File: config.mk
export PLATFORM = sky130hd
export DESIGN_NAME = proc_imm_gen_pipe_flat
export DESIGN_NICKNAME = d
export VERILOG_FILES = /design/src/rtl/proc_imm_pkg.sv /design/src/rtl/proc_imm_gen_pipe_if.sv /design/src/rtl/proc_imm_decode.sv /design/src/rtl/proc_imm_gen_pipe.sv /design/src/flat_wrapper.sv
export SDC_FILE = /design/constraint.sdc
export NUM_CORES = 1
export LEC_CHECK = 0
export CORE_MARGIN = 8
export CORE_UTILIZATION = 38
export DETAILED_ROUTE_END_ITERATION = 10
export GPL_ROUTABILITY_DRIVEN = 0
export GPL_TIMING_DRIVEN = 0
export PLACE_DENSITY = 0.76
export SLEW_MARGIN = 30
export SYNTH_ARGS = -nofsm -noshare
export SYNTH_HDL_FRONTEND = slang
export SYNTH_SLANG_ARGS = --single-unit
File: constraint.sdc
create_clock -name clk -period 2 [get_ports clk]
set_clock_uncertainty 0.1 [all_clocks]
set_input_delay 0.5 -clock clk [delete_from_list [all_inputs] [get_ports clk]]
set_output_delay 0.5 -clock clk [all_outputs]
set_load 0.05 [all_outputs]
File: src/rtl/proc_imm_pkg.sv
// -----------------------------------------------------------------------------
// proc_imm_pkg
// Shared types and constants for the pipelined immediate generator.
//   imm_type_e    : 4-bit immediate-type selector, including illegal encodings
//   ILLEGAL_CNT_W : width of the saturating illegal-type counter
// -----------------------------------------------------------------------------
package proc_imm_pkg;

  localparam int ILLEGAL_CNT_W = 16;

  typedef enum logic [3:0] {
    IMM_I     = 4'd0,
    IMM_S     = 4'd1,
    IMM_B     = 4'd2,
    IMM_U     = 4'd3,
    IMM_J     = 4'd4,
    IMM_Z     = 4'd5,   // CSR zimm
    IMM_SH    = 4'd6,   // shift amount
    IMM_ILL7  = 4'd7,
    IMM_CI    = 4'd8,
    IMM_CIW   = 4'd9,
    IMM_CJ    = 4'd10,
    IMM_CB    = 4'd11,
    IMM_ILL12 = 4'd12,
    IMM_ILL13 = 4'd13,
    IMM_ILL14 = 4'd14,
    IMM_ILL15 = 4'd15
  } imm_type_e;

endpackage

File: src/rtl/proc_imm_gen_pipe_if.sv
// -----------------------------------------------------------------------------
// proc_imm_gen_pipe_if
// Input and output val/rdy channels of the immediate generator.
//   in_val/in_rdy/in_inst/in_type/in_tag          : decode-side request
//   out_val/out_rdy/out_imm/out_tag/out_illegal   : X-stage result
//   illegal_cnt                                   : saturating illegal count
// Modports: master = producer/consumer side, slave = the generator.
// -----------------------------------------------------------------------------
interface proc_imm_gen_pipe_if
  import proc_imm_pkg::*;
#(
  parameter int XLEN = 32,
  parameter int TAGW = 4
) ();

  logic                     in_val;
  logic                     in_rdy;
  logic [31:0]              in_inst;
  logic [3:0]               in_type;
  logic [TAGW-1:0]          in_tag;
  logic                     out_val;
  logic                     out_rdy;
  logic [XLEN-1:0]          out_imm;
  logic [TAGW-1:0]          out_tag;
  logic                     out_illegal;
  logic [ILLEGAL_CNT_W-1:0] illegal_cnt;

  modport master (
    output in_val, in_inst, in_type, in_tag, out_rdy,
    input  in_rdy, out_val, out_imm, out_tag, out_illegal, illegal_cnt
  );

  modport slave (
    input  in_val, in_inst, in_type, in_tag, out_rdy,
    output in_rdy, out_val, out_imm, out_tag, out_illegal, illegal_cnt
  );

endinterface

File: src/rtl/proc_imm_decode.sv
// -----------------------------------------------------------------------------
// proc_imm_decode
// Purely combinational immediate decoder.
//   inst_i    : instruction word (RVC types use inst_i[15:0])
//   type_i    : immediate type selector
//   imm_o     : sign/zero-extended immediate, XLEN bits
//   illegal_o : type_i is not a supported encoding (imm_o forced to 0)
// Compressed types 8-11 decode only when PROC_IMM_GEN_RVC_EN is defined;
// otherwise they are illegal.
// -----------------------------------------------------------------------------
module proc_imm_decode
  import proc_imm_pkg::*;
#(
  parameter int XLEN = 32
) (
  input  logic [31:0]     inst_i,
  input  imm_type_e       type_i,
  output logic [XLEN-1:0] imm_o,
  output logic            illegal_o
);

  // Everything is built at 64 bits; sign extension to 64 then truncation to
  // XLEN is identical to extending straight to XLEN.
  logic [63:0] wide;
  logic        unused_bits;

  always_comb begin
    // NOTE: every output of a combinational block gets a default first, so no
    // path through the case can leave a latch behind.
    wide      = '0;
    illegal_o = 1'b0;
    unique case (type_i)
      IMM_I:  wide = {{52{inst_i[31]}}, inst_i[31:20]};
      IMM_S:  wide = {{52{inst_i[31]}}, inst_i[31:25], inst_i[11:7]};
      IMM_B:  wide = {{51{inst_i[31]}}, inst_i[31], inst_i[7], inst_i[30:25],
                      inst_i[11:8], 1'b0};
      IMM_U:  wide = {{32{inst_i[31]}}, inst_i[31:12], 12'b0};
      IMM_J:  wide = {{43{inst_i[31]}}, inst_i[31], inst_i[19:12], inst_i[20],
                      inst_i[30:21], 1'b0};
      IMM_Z:  wide = {59'b0, inst_i[19:15]};
      // RV64 shift amounts carry one extra bit.
      IMM_SH: wide = (XLEN == 64) ? {58'b0, inst_i[25:20]}
                                  : {59'b0, inst_i[24:20]};
`ifdef PROC_IMM_GEN_RVC_EN
      IMM_CI:  wide = {{58{inst_i[12]}}, inst_i[12], inst_i[6:2]};
      IMM_CIW: wide = {54'b0, inst_i[10:7], inst_i[12:11], inst_i[5],
                       inst_i[6], 2'b0};
      IMM_CJ:  wide = {{52{inst_i[12]}}, inst_i[12], inst_i[8], inst_i[10:9],
                       inst_i[6], inst_i[7], inst_i[2], inst_i[11],
                       inst_i[5:3], 1'b0};
      IMM_CB:  wide = {{55{inst_i[12]}}, inst_i[12], inst_i[6:5], inst_i[2],
                       inst_i[11:10], inst_i[4:3], 1'b0};
`endif
      default: illegal_o = 1'b1;
    endcase
  end

  assign imm_o = wide[XLEN-1:0];

  // Some instruction bits and (for XLEN=32) the upper half of wide are
  // intentionally not needed by any type.
  assign unused_bits = ^{inst_i, wide};

endmodule

File: src/rtl/proc_imm_gen_pipe.sv
// -----------------------------------------------------------------------------
// proc_imm_gen_pipe
// Pipelined immediate generator: decodes an immediate on input fire and
// buffers it, with the request tag and an illegal flag, in a DEPTH-entry FIFO
// read out on a val/rdy channel. in_rdy depends on state only.
//   clk     : clock, rising edge
//   reset_n : asynchronous active-low reset; discards all entries
//   bus     : proc_imm_gen_pipe_if.slave (input channel, output channel,
//             illegal_cnt)
// Parameters: XLEN (32/64), DEPTH (power of two, >= 2), TAGW.
// Build option: define PROC_IMM_GEN_RVC_EN to decode compressed types 8-11.
// -----------------------------------------------------------------------------
module proc_imm_gen_pipe
  import proc_imm_pkg::*;
#(
  parameter int XLEN  = 32,
  parameter int DEPTH = 2,
  parameter int TAGW  = 4
) (
  input  logic               clk,
  input  logic               reset_n,
  proc_imm_gen_pipe_if.slave bus
);

  localparam int PW = $clog2(DEPTH);
  localparam int CW = $clog2(DEPTH + 1);

  typedef struct packed {
    logic [XLEN-1:0] imm;
    logic [TAGW-1:0] tag;
    logic            illegal;
  } entry_t;

  entry_t                   mem_q [DEPTH];
  logic [PW-1:0]            wr_ptr_q, rd_ptr_q;
  logic [CW-1:0]            count_q, count_d;
  logic [ILLEGAL_CNT_W-1:0] illegal_cnt_q, illegal_cnt_d;

  logic            in_fire, out_fire;
  logic [XLEN-1:0] dec_imm;
  logic            dec_illegal;

  proc_imm_decode #(.XLEN(XLEN)) u_decode (
    .inst_i    (bus.in_inst),
    .type_i    (imm_type_e'(bus.in_type)),
    .imm_o     (dec_imm),
    .illegal_o (dec_illegal)
  );

  assign bus.in_rdy  = (count_q != CW'(DEPTH));
  assign bus.out_val = (count_q != '0);
  assign in_fire     = bus.in_val && bus.in_rdy;
  assign out_fire    = bus.out_val && bus.out_rdy;

  // Head entry drives the outputs directly, so they hold while stalled.
  assign bus.out_imm     = mem_q[rd_ptr_q].imm;
  assign bus.out_tag     = mem_q[rd_ptr_q].tag;
  assign bus.out_illegal = mem_q[rd_ptr_q].illegal;
  assign bus.illegal_cnt = illegal_cnt_q;

  always_comb begin
    count_d = count_q;
    unique case ({in_fire, out_fire})
      2'b10:   count_d = count_q + 1'b1;
      2'b01:   count_d = count_q - 1'b1;
      default: count_d = count_q;
    endcase
  end

  always_comb begin
    illegal_cnt_d = illegal_cnt_q;
    if (in_fire && dec_illegal && (illegal_cnt_q != '1)) begin
      illegal_cnt_d = illegal_cnt_q + 1'b1;
    end
  end

  // NOTE: sequential state uses non-blocking assignments only, so every
  // register samples pre-edge values regardless of block ordering.
  always_ff @(posedge clk or negedge reset_n) begin
    if (!reset_n) begin
      count_q       <= '0;
      wr_ptr_q      <= '0;
      rd_ptr_q      <= '0;
      illegal_cnt_q <= '0;
    end else begin
      count_q       <= count_d;
      illegal_cnt_q <= illegal_cnt_d;
      // DEPTH is a power of two, so natural pointer overflow is the wrap.
      if (in_fire)  wr_ptr_q <= wr_ptr_q + 1'b1;
      if (out_fire) rd_ptr_q <= rd_ptr_q + 1'b1;
    end
  end

  // NOTE: the storage is reset because out_imm/out_tag/out_illegal must read 0
  // after reset; a storage array without reset would power up undefined.
  always_ff @(posedge clk or negedge reset_n) begin
    if (!reset_n) begin
      for (int i = 0; i < DEPTH; i++) mem_q[i] <= '0;
    end else if (in_fire) begin
      mem_q[wr_ptr_q] <= '{imm: dec_imm, tag: bus.in_tag, illegal: dec_illegal};
    end
  end

endmodule

File: src/flat_wrapper.sv
// flat-port wrapper written by rule: the top's interface ports become plain ports
module proc_imm_gen_pipe_flat import proc_imm_pkg::*;
#(
  parameter int XLEN  = 32,
  parameter int DEPTH = 2,
  parameter int TAGW  = 4
)
  (clk, reset_n, bus_in_val, bus_in_inst, bus_in_type, bus_in_tag, bus_out_rdy, bus_in_rdy, bus_out_val, bus_out_imm, bus_out_tag, bus_out_illegal, bus_illegal_cnt);
  proc_imm_gen_pipe_if #(.XLEN(XLEN), .TAGW(TAGW)) bus_i ();
  input  logic clk;
  input  logic reset_n;
  input wire logic [$bits(bus_i.in_val)-1:0] bus_in_val;
  input wire logic [$bits(bus_i.in_inst)-1:0] bus_in_inst;
  input wire logic [$bits(bus_i.in_type)-1:0] bus_in_type;
  input wire logic [$bits(bus_i.in_tag)-1:0] bus_in_tag;
  input wire logic [$bits(bus_i.out_rdy)-1:0] bus_out_rdy;
  output wire logic [$bits(bus_i.in_rdy)-1:0] bus_in_rdy;
  output wire logic [$bits(bus_i.out_val)-1:0] bus_out_val;
  output wire logic [$bits(bus_i.out_imm)-1:0] bus_out_imm;
  output wire logic [$bits(bus_i.out_tag)-1:0] bus_out_tag;
  output wire logic [$bits(bus_i.out_illegal)-1:0] bus_out_illegal;
  output wire logic [$bits(bus_i.illegal_cnt)-1:0] bus_illegal_cnt;
  assign bus_i.in_val = bus_in_val;
  assign bus_i.in_inst = bus_in_inst;
  assign bus_i.in_type = bus_in_type;
  assign bus_i.in_tag = bus_in_tag;
  assign bus_i.out_rdy = bus_out_rdy;
  assign bus_in_rdy = bus_i.in_rdy;
  assign bus_out_val = bus_i.out_val;
  assign bus_out_imm = bus_i.out_imm;
  assign bus_out_tag = bus_i.out_tag;
  assign bus_out_illegal = bus_i.out_illegal;
  assign bus_illegal_cnt = bus_i.illegal_cnt;
  proc_imm_gen_pipe #(.XLEN(XLEN), .DEPTH(DEPTH), .TAGW(TAGW)) u_core (.clk(clk), .reset_n(reset_n), .bus(bus_i));
endmodule
==> results_tabular.tex <==
\begin{tabular}{lr}
\hline
Metric & Value \\
\hline
\multicolumn{2}{l}{\textbf{STA}} \\
Final count of negative-setup-slack endpoints & 37 \\
Final setup margin & -0.1299 ns \\
Normalized max-slew margin & 61.97\% \\
Count of pins over their slew limit & 0 \\
Highest attainable clock frequency & 0.4695 GHz \\
Slew of the pin with the lowest slew margin & 0.5679 ns \\
Final period demand of the worst path & 2.130 ns \\
Final-report hold violation count & 0 \\
Setup TNS & -3.450 ns \\
Setup repair after global routing missed its margin & true \\
Final Cycle Share & 106.5\% \\
\multicolumn{2}{l}{\textbf{Setup path}} \\
Termination of the worst setup path & bus\_out\_imm[3] \\
Worst Reg-to-Reg Cells & 5 \\
Cell-by-cell trace of the critical path & buf\_8, buf\_12, mux2\_4, buf\_6 \\
Buffers and inverters on the worst path & 3 \\
Launching point of the worst reg2reg path & u\_core.bus.illegal\_cnt[0]\$\_DFFE\_PN0P\_ \\
Total number of cells along the worst setup path & 4 \\
Crit path max-delay family & buffers and inverters \\
CP startpoint kind & register \\
Worst reg-to-reg setup slack & 0.10 ns \\
Reg2Reg Capture Point & u\_core.bus.illegal\_cnt[12]\$\_DFFE\_PN0P\_ \\
Start-to-end type of the worst setup path & reg -> out \\
WP data required & 1.40 ns \\
CP max FO & 10 \\
Maximum cell stage delay along the critical path & 0.43 ns \\
Type of element capturing the critical path & output port \\
Worst-path cell with the longest stage delay & dfrtp\_2 \\
Crit. Startpoint & u\_core.rd\_ptr\_q\$\_DFFE\_PN0P\_ \\
Endpoint arrival time on the critical path & 1.53 ns \\
\multicolumn{2}{l}{\textbf{Yosys}} \\
Post-synth EDFFs & 0 \\
Syn Std Cell Area & 4493 µm² \\
Syn\_area\_per\_cell & 10.33 µm² \\
Seq/Total Area, Yosys & 52.35\% \\
Synthesized net count & 481 \\
Total of warnings raised by yosys & 0 \\
Synthesis-stage register bit count & 94 \\
Fraction of registers with async set/reset & 100.0\% \\
Post-synthesis cell count & 435 \\
Most used flip-flop cell after synthesis & dfrtp\_1 \\
Unique cell type count in the Yosys netlist & 49 \\
\multicolumn{2}{l}{\textbf{Placed design}} \\
Post-detailed-placement half-perimeter wirelength & 9.099 mm \\
Cell Area, Placed & 5603 µm² \\
Total placed cells including tap cells & 667 \\
Count of input and output buffers & 88 \\
\multicolumn{2}{l}{\textbf{Power}} \\
Max IR drop VDD & 1337 µV \\
Static Leak & 2.769 nW \\
Overall power & 10.33 mW \\
PD cells & 1706 nW/µm² \\
\multicolumn{2}{l}{\textbf{Clock tree}} \\
Clock Latency Late Sink & 0.34 ns \\
Maximum root-to-sink buffer count & 2 \\
CTS clk-pin slew, worst paths & 0.06 ns \\
Number of levels the H-tree was split into & 3 \\
Cell at the root of the clock tree & clkbuf\_16 \\
Clock tree from TritonCTS & done \\
CTS Buf Count & 9 \\
Clock Sink Count & 94 \\
\multicolumn{2}{l}{\textbf{GRT}} \\
Number of global-route vias before repair & 4038 \\
Overflow after GRT & 0 \\
Tot GR Track Use & 16.25\% \\
Initial antenna violation count & 0 \\
Global-route wire length before repair & 20.62 mm \\
Pin count of the biggest net entering global routing & 71 \\
\multicolumn{2}{l}{\textbf{Detailed routing}} \\
Total number of vias & 3727 \\
First-pass iteration count of the detailed router & 5 \\
Number of antenna-violating nets in the routed design & 0 \\
DRC violations left & 0 \\
Initial DRC count & 308 \\
Wire length after detailed routing & 12.46 mm \\
Detail-routed net length per standard cell & 18.11 µm \\
Vias/cell & 5.417 \\
\multicolumn{2}{l}{\textbf{Floorplanning}} \\
Placement Rows & 39 \\
Height of the die & 124.7 µm \\
Die ar. & 15560 µm² \\
I/O Pins & 99 \\
Die extent in x & 124.7 µm \\
Area of the core region & 11470 µm² \\
Starting density of the core & 39.18\% \\
\multicolumn{2}{l}{\textbf{Flow run}} \\
Max-cap viol count & 0 \\
\multicolumn{2}{l}{\textbf{Cells and area}} \\
Area of the multi-input gates & 2073 µm² \\
Final-stage net count & 586 \\
Share of cells above drive strength 1 & 26.24\% \\
Count of antenna diodes in the layout & 0 \\
FILL cells & 1003 \\
Area used by sequential logic in the layout & 2361 µm² \\
Post-layout util & 52.78\% \\
Final non-filler cell area & 6052 µm² \\
Finished Layout Cells & 688 \\
Area growth from synthesis to layout & 34.70\% \\
\multicolumn{2}{l}{\textbf{Status}} \\
Run status & finished, violations left \\
Violated checks & setup timing \\
\multicolumn{2}{l}{\textbf{Min path}} \\
Type of the tightest min-delay check & reg -> reg \\
\hline
\end{tabular}
-- layer usage --
layer | track usage (%) | share of wire [%]
met5 | 0 | 0
met4 | 5.882 | 2.6
met3 | 6.298 | 7.8
met2 | 26.51 | 49
met1 | 18.98 | 41
-- cell type report --
type,count,share of cell area (%)
Inverter,3,0.1861
Tap cell,143,2.956
Sequential cell,94,39.01
Timing Repair Buffer,94,15.67
Multi-Input combinational cell,311,34.26
Clock inverter,3,0.7029
Buffer,27,2.915
Clock buffer,13,4.300
-- cell usage after synthesis, types with 2 or more instances --
cell / number / area share [%]
a21oi_1: 23 / 2.6
and4_1: 2 / 0.39
dfrtp_1: 94 / 52
a21o_1: 4 / 0.67
nand2_1: 79 / 6.6
a41oi_1: 2 / 0.39
o21ai_0: 64 / 7.1
xor2_1: 10 / 1.9
buf_1: 3 / 0.25
mux2_1: 2 / 0.50
xnor2_1: 6 / 1.2
ha_1: 2 / 0.56
nor3_1: 5 / 0.56
a22o_1: 2 / 0.39
nand3b_1: 2 / 0.33
nor2_1: 9 / 0.75
clkbuf_1: 13 / 1.1
a222oi_1: 4 / 0.89
o31ai_1: 2 / 0.33
mux2_2: 46 / 12
inv_1: 3 / 0.25
buf_2: 10 / 1.1
nand2b_1: 5 / 0.70
nor4_1: 4 / 0.56
nand3_1: 8 / 0.89
nand4_1: 3 / 0.42
nor2b_1: 5 / 0.70
nand4b_1: 2 / 0.39
-- worst min-delay path: cells and delay by family (launching register included) --
kind | cells | cell delay [ns]
AND/OR/NAND/NOR | 1 | 0.04
AO/OA/AOI/OAI | 1 | 0.06
flip-flops | 1 | 0.34
-- cell usage in the layout, fill, tap and decap left out, types with 4 or more instances in the layout --
master            n
dfrtp_1          87
nand2_1          79
o21ai_0          64
mux2_2           37
clkdlybuf4s50_1  30
buf_6            28
a21oi_1          23
dlygate4sd2_1    13
buf_4            11
buf_2            10
xor2_1           10
mux2_4            9
clkbuf_1          9
nor2_1            9
clkbuf_16         9
nand3_1           8
dfrtp_2           7
clkbuf_2          6
xnor2_1           6
nand2b_1          5
nor2b_1           5
nor3_1            5
buf_8             4
a21o_1            4
a222oi_1          4
-- power breakdown --
part	switching, mW	internal (mW)
registers	0.487	2.67
logic	3.34	2.11
clock network	0.683	1.04
-- cells by family after synthesis --
family / count (synthesis) / share of synthesized area, %
adders and majority gates: 3 / 0.7796
buffers and inverters: 30 / 2.813
xor gates and xnor gates: 16 / 3.119
muxes: 49 / 12.25
AOI/OAI and AO/OA: 106 / 13.26
and+or+nand+nor: 137 / 15.43
DFF: 94 / 52.35
-- state kept, by name (all words and copies together) (netlist names) --
signal                  cells
u_core.rd_ptr_q             1
u_core.bus.illegal_cnt     16
u_core.count_q              2
u_core.wr_ptr_q             1
u_core.mem_q               74
-- stage by stage --
stage / setup WS [ns] / hold slack, ns
CTS: -0.2200 / 0.3803
global route: -0.1702 / 0.3980
floorplan: -0.02677 / 0.1044
detailed placement: -0.8667 / 0.2766
finish: -0.1299 / 0.3772
global placement: -3.244 / 0.3548
-- repair_timing --
| action | in CTS | in global routing |
|---|---|---|
| endpoints found under the hold margin | 24 | 0 |
| cloned | 1 | 0 |
| pin swaps | 0 | 1 |
| resized for setup | 291 | 45 |
| hold buffers | 1 | 0 |
| buffers inserted | 2 | 3 |
| endpoints found under the setup margin | 58 | 81 |
-- worst min path at each step --
stage / start / endpoint / cells past startpoint
CTS: u_core.mem_q[48]$_DFFE_PN0P_ / u_core.mem_q[48]$_DFFE_PN0P_ / 2
finish: u_core.mem_q[11]$_DFFE_PN0P_ / u_core.mem_q[11]$_DFFE_PN0P_ / 2
floorplan: reset_n / u_core.bus.illegal_cnt[0]$_DFFE_PN0P_ / 0
detailed placement: reset_n / u_core.bus.illegal_cnt[14]$_DFFE_PN0P_ / 1
global placement: u_core.mem_q[16]$_DFFE_PN0P_ / u_core.mem_q[16]$_DFFE_PN0P_ / 2
global route: u_core.mem_q[67]$_DFFE_PN0P_ / u_core.mem_q[67]$_DFFE_PN0P_ / 2
Note: power is estimated with default switching activity, not from simulation.
